--- src/rtl/lcd_pkg.sv ---
// Shared constants and type definitions for the character-LCD refresh engine.
package lcd_pkg;

    // HD44780 "set DDRAM address" commands for the start of each display line.
    localparam logic [7:0] CMD_LINE1 = 8'h80;
    localparam logic [7:0] CMD_LINE2 = 8'hC0;

    // Width of the strobe timing counter.
    localparam int TMR_W = 16;

    // Character index width: must count 0..64 inclusive.
    localparam int IDX_W = 7;

    // Top-level sequencing states. SETUP/EHIGH/WAIT live inside the
    // strobe timer; the top-level FSM waits for them in ST_STROBE.
    typedef enum logic [2:0] {
        ST_IDLE,
        ST_FETCH,
        ST_LATCH,
        ST_STROBE,
        ST_DONE
    } state_e;

    // Strobe timer phases.
    typedef enum logic [1:0] {
        PH_IDLE,
        PH_SETUP,
        PH_EHIGH,
        PH_WAIT
    } phase_e;

    // Cursor command for the line about to be written.
    function automatic logic [7:0] line_cmd(input logic second_line);
        return second_line ? CMD_LINE2 : CMD_LINE1;
    endfunction

endpackage

--- src/rtl/lcd_strobe_timer.sv ---
// Generates the SETUP / E-high / execution-wait sequence for one LCD bus write.
// A single-cycle go_i starts the sequence; ready_o pulses in the last WAIT cycle
// so the caller can move on at the same edge the timer returns to idle.
module lcd_strobe_timer
    import lcd_pkg::*;
#(
    parameter int T_SU  = 2,
    parameter int T_PW  = 12,
    parameter int T_CYC = 2000
) (
    input  logic clk,
    input  logic rst_n,
    input  logic go_i,
    output logic lcd_e_o,
    output logic ready_o
);

    phase_e             phase_q, phase_d;
    logic [TMR_W-1:0]   cnt_q,   cnt_d;
    logic               e_q,     e_d;

    // Next-phase logic: each phase loads its length minus one and counts down to zero.
    always_comb begin
        // NOTE: every variable gets a default first so no path leaves one unassigned,
        // which would otherwise infer a latch.
        phase_d = phase_q;
        cnt_d   = cnt_q;
        e_d     = e_q;
        unique case (phase_q)
            PH_IDLE: begin
                if (go_i) begin
                    phase_d = PH_SETUP;
                    cnt_d   = TMR_W'(T_SU - 1);
                end
            end
            PH_SETUP: begin
                if (cnt_q == '0) begin
                    phase_d = PH_EHIGH;
                    cnt_d   = TMR_W'(T_PW - 1);
                    e_d     = 1'b1;
                end else begin
                    cnt_d = cnt_q - TMR_W'(1);
                end
            end
            PH_EHIGH: begin
                if (cnt_q == '0) begin
                    phase_d = PH_WAIT;
                    cnt_d   = TMR_W'(T_CYC - 1);
                    e_d     = 1'b0;
                end else begin
                    cnt_d = cnt_q - TMR_W'(1);
                end
            end
            PH_WAIT: begin
                if (cnt_q == '0) begin
                    phase_d = PH_IDLE;
                end else begin
                    cnt_d = cnt_q - TMR_W'(1);
                end
            end
            default: begin
                phase_d = PH_IDLE;
                cnt_d   = '0;
                e_d     = 1'b0;
            end
        endcase
    end

    // Phase, counter and enable registers; E is a flop so it cannot glitch.
    always_ff @(posedge clk or negedge rst_n) begin
        if (!rst_n) begin
            phase_q <= PH_IDLE;
            cnt_q   <= '0;
            e_q     <= 1'b0;
        end else begin
            // NOTE: non-blocking assignments so every flop samples pre-edge values.
            phase_q <= phase_d;
            cnt_q   <= cnt_d;
            e_q     <= e_d;
        end
    end

    assign lcd_e_o = e_q;
    assign ready_o = (phase_q == PH_WAIT) && (cnt_q == '0);

endmodule

--- src/rtl/lcd_refresh_engine.sv ---
// Streams the character RAM to an HD44780 LCD: line-1 command, first half of
// the characters, line-2 command, second half. Bus timing is delegated to
// lcd_strobe_timer; this level owns the RAM handshake, the character index and
// the insertion of the two cursor commands.
module lcd_refresh_engine
    import lcd_pkg::*;
#(
    parameter int N_CHARS = 32,
    parameter int T_SU    = 2,
    parameter int T_PW    = 12,
    parameter int T_CYC   = 2000
) (
    input  logic       clk,
    input  logic       rst_n,
    input  logic       start,
    output logic       busy,
    output logic       done,
    output logic [5:0] ram_addr,
    output logic       ram_ce,
    output logic       ram_we,
    input  logic [7:0] ram_data_r,
    output logic       lcd_rs,
    output logic       lcd_rw,
    output logic       lcd_e,
    output logic [7:0] lcd_db
);

    localparam int HALF = N_CHARS / 2;

    state_e             state_q, state_d;
    logic [IDX_W-1:0]   idx_q,   idx_d;
    // Set when the next LATCH writes a cursor command rather than a character.
    logic               cmd_q,   cmd_d;
    logic [7:0]         db_q,    db_d;
    logic               rs_q,    rs_d;
    logic [5:0]         addr_q,  addr_d;
    logic               ce_q,    ce_d;
    logic               go;
    logic               ready;

    lcd_strobe_timer #(
        .T_SU  (T_SU),
        .T_PW  (T_PW),
        .T_CYC (T_CYC)
    ) u_timer (
        .clk     (clk),
        .rst_n   (rst_n),
        .go_i    (go),
        .lcd_e_o (lcd_e),
        .ready_o (ready)
    );

    // Next-state logic: chooses the next write once the timer finishes the current one.
    always_comb begin
        state_d = state_q;
        idx_d   = idx_q;
        cmd_d   = cmd_q;
        db_d    = db_q;
        rs_d    = rs_q;
        addr_d  = addr_q;
        ce_d    = 1'b0;
        go      = 1'b0;
        unique case (state_q)
            ST_IDLE: begin
                if (start) begin
                    state_d = ST_LATCH;
                    idx_d   = '0;
                    cmd_d   = 1'b1;
                end
            end
            ST_FETCH: begin
                // RAM captured the address at this edge; data is valid during LATCH.
                state_d = ST_LATCH;
            end
            ST_LATCH: begin
                go      = 1'b1;
                state_d = ST_STROBE;
                if (cmd_q) begin
                    db_d  = line_cmd(idx_q != '0);
                    rs_d  = 1'b0;
                    cmd_d = 1'b0;
                end else begin
                    db_d  = ram_data_r;
                    rs_d  = 1'b1;
                    idx_d = idx_q + IDX_W'(1);
                end
            end
            ST_STROBE: begin
                if (ready) begin
                    if (idx_q == IDX_W'(N_CHARS)) begin
                        state_d = ST_DONE;
                    end else if (idx_q == IDX_W'(HALF) && rs_q) begin
                        // First half just finished with a character: insert line 2.
                        state_d = ST_LATCH;
                        cmd_d   = 1'b1;
                    end else begin
                        state_d = ST_FETCH;
                        ce_d    = 1'b1;
                        addr_d  = idx_q[5:0];
                    end
                end
            end
            ST_DONE: begin
                state_d = ST_IDLE;
            end
            default: begin
                state_d = ST_IDLE;
            end
        endcase
    end

    // State, index and registered bus/RAM outputs.
    always_ff @(posedge clk or negedge rst_n) begin
        if (!rst_n) begin
            state_q <= ST_IDLE;
            idx_q   <= '0;
            cmd_q   <= 1'b0;
            db_q    <= '0;
            rs_q    <= 1'b0;
            addr_q  <= '0;
            ce_q    <= 1'b0;
        end else begin
            state_q <= state_d;
            idx_q   <= idx_d;
            cmd_q   <= cmd_d;
            db_q    <= db_d;
            rs_q    <= rs_d;
            addr_q  <= addr_d;
            ce_q    <= ce_d;
        end
    end

    assign busy     = (state_q != ST_IDLE) && (state_q != ST_DONE);
    assign done     = (state_q == ST_DONE);
    assign ram_addr = addr_q;
    assign ram_ce   = ce_q;
    assign ram_we   = 1'b0;
    assign lcd_rs   = rs_q;
    assign lcd_rw   = 1'b0;
    assign lcd_db   = db_q;

endmodule

--- config.mk ---
export PLATFORM = sky130hd
export DESIGN_NAME = lcd_refresh_engine
export DESIGN_NICKNAME = d
export VERILOG_FILES = /design/src/rtl/lcd_pkg.sv /design/src/rtl/lcd_strobe_timer.sv /design/src/rtl/lcd_refresh_engine.sv
export SDC_FILE = /design/constraint.sdc
export NUM_CORES = 1
export LEC_CHECK = 0
export BUFFER_PORTS_ARGS = -buffer_cell sky130_fd_sc_hd__buf_4
export CORE_MARGIN = 1.5
export CORE_UTILIZATION = 35
export CTS_BUF_LIST = sky130_fd_sc_hd__clkbuf_4
export CTS_CLUSTER_SIZE = 24
export DETAILED_ROUTE_END_ITERATION = 10
export SYNTH_ARGS = -nofsm -noshare
export SYNTH_HDL_FRONTEND = slang
export SYNTH_HIERARCHICAL = 1
export SYNTH_SLANG_ARGS = --single-unit
--- constraint.sdc ---
create_clock -name clk -period 3.3 [get_ports clk]
set_clock_uncertainty 0.15 [all_clocks]
set_input_delay 0.33 -clock clk [delete_from_list [all_inputs] [get_ports clk]]
set_output_delay 0.33 -clock clk [all_outputs]
set_load 0.02 [all_outputs]
* Word level (Yosys, flattened, before mapping)
Cells that the tools add are included.
Operators by class: reduce and logical (&&, ||, !) cells 18, bitwise operators 2, equal/unequal tests 20, add/sub/neg operators 2, mux-type cells 34
Operators with widths (count):
- $mux W16 | 4
- $pmux W16 S4 | 1
- $mux W7 | 3
- $logic_not A16 Y1 | 1
- $sub A16 B1 Y16 const B | 1
- $ne A2 B2 Y1 const B | 7
- $pmux W7 S2 | 1
- $mux W1 | 12
- $pmux W3 S4 | 1
- $mux W2 | 5
- $mux W3 | 3
- $mux W8 | 1
- $pmux W2 S4 | 1
- $reduce_and A4 Y1 | 2
- $add A7 B1 Y7 const B | 1
- $eq A7 B5 Y1 const B | 1
- $eq A7 B6 Y1 const B | 1
- $reduce_bool A7 Y1 | 1
- $eq A3 B2 Y1 const B | 2
- $ne A2 B1 Y1 const B | 3
- $reduce_and A3 Y1 | 2
- $reduce_bool A3 Y1 | 2
- $reduce_and A5 Y1 | 1
- $eq A2 B2 Y1 const B | 2
- 12 further kinds | 17
Storage, ports and cells: logic and storage cells 86, bits of input ports 11, flip-flop bits (word level) 46

* Longest topological paths before layout
word-level depth 6, depth in mapped cells 10, depth with buffers taken out 9

* By module
Netlist, hierarchy kept.
By module, submodules not included:
- lcd_refresh_engine | seq. area each 675.6 sq um, cells each 136, times used 1, area each 1292.5 sq um
- lcd_strobe_timer | seq. area each 475.5 sq um, cells each 131, times used 1, area each 1174.9 sq um

* Least setup slack after synthesis
Ideal clock, no wire load.
path kind register to register, start register u_timer.cnt_q[0], end register addr_q[0], in the netlist ram_addr[0], buffers on the path 1, cell stages (with the launch flop) 10, setup time 0.125 ns, required time 3.025 ns, data arrival time 2.209 ns, path slack 0.816 ns, cells stage by stage dfrtp_1 -> inv_1 -> ha_1 -> nor3b_1 -> and4_1 -> clkbuf_1 -> and2_1 -> nand2_1 -> nor3_4 -> mux2_2
Between the ends: longest elaborated chain between the ends 3
RTL lines:
- from (decl) | RTL line lcd_strobe_timer.sv:19 | logic [TMR_W-1:0] cnt_q, cnt_d;
- from (signal assigned) | RTL line lcd_strobe_timer.sv:78 | cnt_q <= cnt_d;
- $logic_not A16 Y1 | RTL line lcd_strobe_timer.sv:84 | assign ready_o = (phase_q == PH_WAIT) && (cnt_q == '0);
- $logic_and A1 B1 Y1 | RTL line lcd_strobe_timer.sv:84
- named net ready | RTL line lcd_refresh_engine.sv:39 | logic ready;
- $reduce_and A4 Y1 (no source line)
- to (signal assigned) | RTL line lcd_refresh_engine.sv:128 | addr_q <= addr_d;
- to (decl) | RTL line lcd_refresh_engine.sv:36 | logic [5:0] addr_q, addr_d;
The timed path passes the listed nets, and every way through them passes these cells. A chain may end at the register's enable or synchronous reset.

* Final worst setup path
start register u_timer.cnt_q[4], end register addr_q[4], in the netlist ram_addr[4]
The elaborated chain is that of the path after synthesis.

==> results.yml <==
synth:
  synth-async-reset-ratio_pct: 100
  yosysSeqAreaShare_pct: 46.7
  syn_inst: 267
  synth-seq-cells: 46
  syn_area_um2: 2470
  synthTopCellsByArea: "dfrtp_1, o21ai_0, ha_1"
  synth_top_flop_cell: "dfrtp_1"
  synth.distinct_cells: 48
  synth_top_area_share_pct: 46.7
  yosys.area.top_type: "dfrtp_1"
  ys.warnings.count: 6
  synth_edf_count: 0
  syn_avg_cell_area_um2: 9.24
power_and_ir_drop:
  ir_drop_mv: 0.415
  p_leak_uw: 0.00130
  p_total_uw: 2850
  powerDensity_nw_per_um2: 1000
final_layout:
  num-nets-final: 312
  multi_input_area_um2: 1220
  diodes: 0
  seq_area_um2: 1150
  nFillCells: 686
  layout-drive-gt1-share_pct: 18.4
  area_growth_syn_to_layout_pct: 15.5
global_route:
  globalRouteOverflowTotal: 0
  grt_pass1_vias: 1879
  grt_antenna_before_repair: 0
  grt_first_pass_wirelength_um: 8650
  grt_usage_pct: 14.5
  grt_max_degree: 47
cts:
  cts.sinks: 46
  clockRootBuffer: "clkbuf_4"
  post_cts_resize_count: 0
  holdBufCountCts: 1
  cts_tree: "yes"
  cts.clk_slew.worst_paths_ns: 0.15
  numCtsBuffers: 5
  clk_latency_ns: 0.37
  cts_setup_buffers: 0
  cts_max_path_buffers: 2
  cts_max_level: 2
timing:
  tns_ns: 0
  finalCriticalPeriod_ns: 2.57
  max_slew.worst_pin.slew_ns: 0.763
  setup_viol: 0
  max_freq_mhz: 390
  drv_slew: 0
  min_period_over_period_pct: 77.8
  finalHoldViolations: 0
  slew_headroom_pct: 49.0
  rsz0062_at_grt: "no"
detailed_routing:
  vias_per_cell: 5.12
  ant_nets: 0
  num_vias: 1998
  wirelength_um: 5240
  drtPass1Iterations: 4
  drc: 0
  wire_per_inst_um: 13.4
  first_iter_violations: 100
worst_setup_path:
  critPathLaunch: "u_timer/cnt_q[4]"
  start_kind: "register"
  critical_path_class: "register to register"
  r2r_start: "u_timer/cnt_q[4]"
  required_ns: 3.41
  crit_cells: 6
  crit_fanout: 8
  slowest_delay_ns: 0.59
  arrival_ns: 2.67
  r2r_setup_slack_ns: 0.73
  crit_family: "simple AND/OR/NAND/NOR gates"
  crit_chain: "nor4_1 -> and4_1 -> and2_1 -> nand2_1 -> nor3_4 -> mux2_2"
  crit_path_top_delay_cell: "nor4_1"
  end_kind: "register"
  rr_worst_depth: 6
  crit_buf_inv: 0
  r2r_end: "ram_addr[4]"
job:
  cap_violations: 0
floorplanning:
  rows: 30
  initial_utilization_pct: 36.3
  dieHeight_um: 87.0
  die_w_um: 87.0
  dieArea_um2: 7560
  core_area_um2: 6790
  io_pins: 32
placed_design:
  portBuffers: 29
  routabilityCongestion: 0.856
  dpl.hpwl_um: 3660
worst_hold_path:
  holdPathStages: 3
  min-delay-start: "ram_data_r[1]"
  min_to: "lcd_db[1]"
  hp-class: "input pin to register"
status:
  status: "complete, no violations"
## kinds of logic (layout without fill, tap and decap cells)
family                   count (synthesis)  after routing  share of synthesized area (%)
adder cells (fa/ha/maj)                  8              8                           4.06
multiplexers                             7              7                           3.09
XOR/XNOR                                 2              2                          0.710
flip-flops                              46             46                           46.7
AND/OR/NAND/NOR                        105            105                           23.5
other                                    1              2                          0.152
buffers and inverters                   24             50                           4.21
AO/OA/AOI/OAI                           74             74                           17.6
## metrics by stage
step / hold WS [ns] / cell area (µm²) / instances / utilization [%] / worst slack, ns
2_1_floorplan: -0.116 / 2470 / 268 / - / 0.816
3_3_place_gp: 0.229 / 2760 / 381 / 40.6 / 0.783
3_5_place_dp: 0.227 / 2760 / 381 / 40.6 / 0.784
4_1_cts: 0.0436 / 2850 / 390 / 42.0 / 0.739
5_1_grt: 0.0461 / 2850 / 390 / 42.0 / 0.654
6_report: 0.0501 / 2850 / 390 / 42.0 / 0.734
## placed cells by master, fill, tap and decap left out, drive strengths merged, types with 2 or more instances in the layout
| cell | netlist | routed |
|---|---|---|
| conb | 1 | 2 |
| nor3b | 2 | 2 |
| a31oi | 4 | 4 |
| nor4 | 8 | 8 |
| a21o | 2 | 2 |
| or2 | 3 | 3 |
| nand2 | 24 | 24 |
| or3b | 2 | 2 |
| o21ai | 42 | 42 |
| o31ai | 2 | 2 |
| a211o | 3 | 3 |
| mux2 | 5 | 5 |
| nor3 | 13 | 13 |
| a211oi | 5 | 5 |
| o41ai | 3 | 3 |
| or4 | 4 | 4 |
| buf | 5 | 31 |
| ha | 8 | 8 |
| nor2 | 24 | 24 |
| nor2b | 4 | 4 |
| and3 | 3 | 3 |
| nand3 | 2 | 2 |
| clkbuf | 9 | 6 |
| dfrtp | 46 | 46 |
| nand2b | 9 | 9 |
| nand4 | 2 | 2 |
| xnor2 | 2 | 2 |
| mux2i | 2 | 2 |
| a21oi | 10 | 10 |
| inv | 10 | 10 |
## per-layer routing
| layer | track usage (%) | share of wire [%] | vias up |
|---|---|---|---|
| met2 | 23.8 | 48 | 41 |
| met3 | 2.75 | 4.3 | 11 |
| li1 | - | - | 1002 |
| met5 | 0 | 0 | - |
| met1 | 18.7 | 46 | 944 |
| met4 | 6.30 | 1.4 | 0 |
## flip-flops by register name, summed over array words and instances (netlist names)
register / count
ram_addr: 6
u_timer/lcd_e_o: 1
lcd_db: 8
idx_q: 7
lcd_rs: 1
u_timer/cnt_q: 16
u_timer/phase_q: 2
state_q: 3
cmd_q: 1
ram_ce: 1
## tightest hold or removal path: cells and delay by family
family	cells	cell delay, ns
AND/OR/NAND/NOR	1	0.05
buffers and inverters	1	0.11
AO/OA/AOI/OAI	1	0.06
## Yosys cell counts (5+ instances only)
cell type / n
nor3_1: 11
ha_1: 8
dfrtp_1: 46
inv_1: 10
nand2b_1: 9
nand2_1: 24
o21ai_0: 34
a21oi_1: 9
a211oi_1: 5
nor2_1: 23
o21ai_1: 8
nor4_1: 8
clkbuf_1: 9
## final cells by class
cell class	instances	share of cell area [%]
Inverter	10	1.32
Sequential cell	46	40.4
Tap cell	96	4.21
Multi-Input combinational cell	198	42.7
Clock buffer	6	1.58
Timing Repair Buffer	32	8.52
Clock inverter	2	1.32
## worst max-delay path by stage
stage,endpoint,slack (ns)
final,ram_addr[4],0.73
after global routing,ram_addr[4],0.65
after CTS,ram_addr[4],0.74
after detailed placement,ram_addr[4],0.78
after global placement,ram_addr[5],0.78
after floorplan,ram_addr[0],0.82
## report_power, final
part	leakage [µW]	total (µW)	internal [µW]	switching [µW]
clock network	0.0000419	357	168	188
logic	0.000664	1490	618	868
registers	0.000590	1010	783	230
Note: power is estimated with default switching activity, not from simulation.
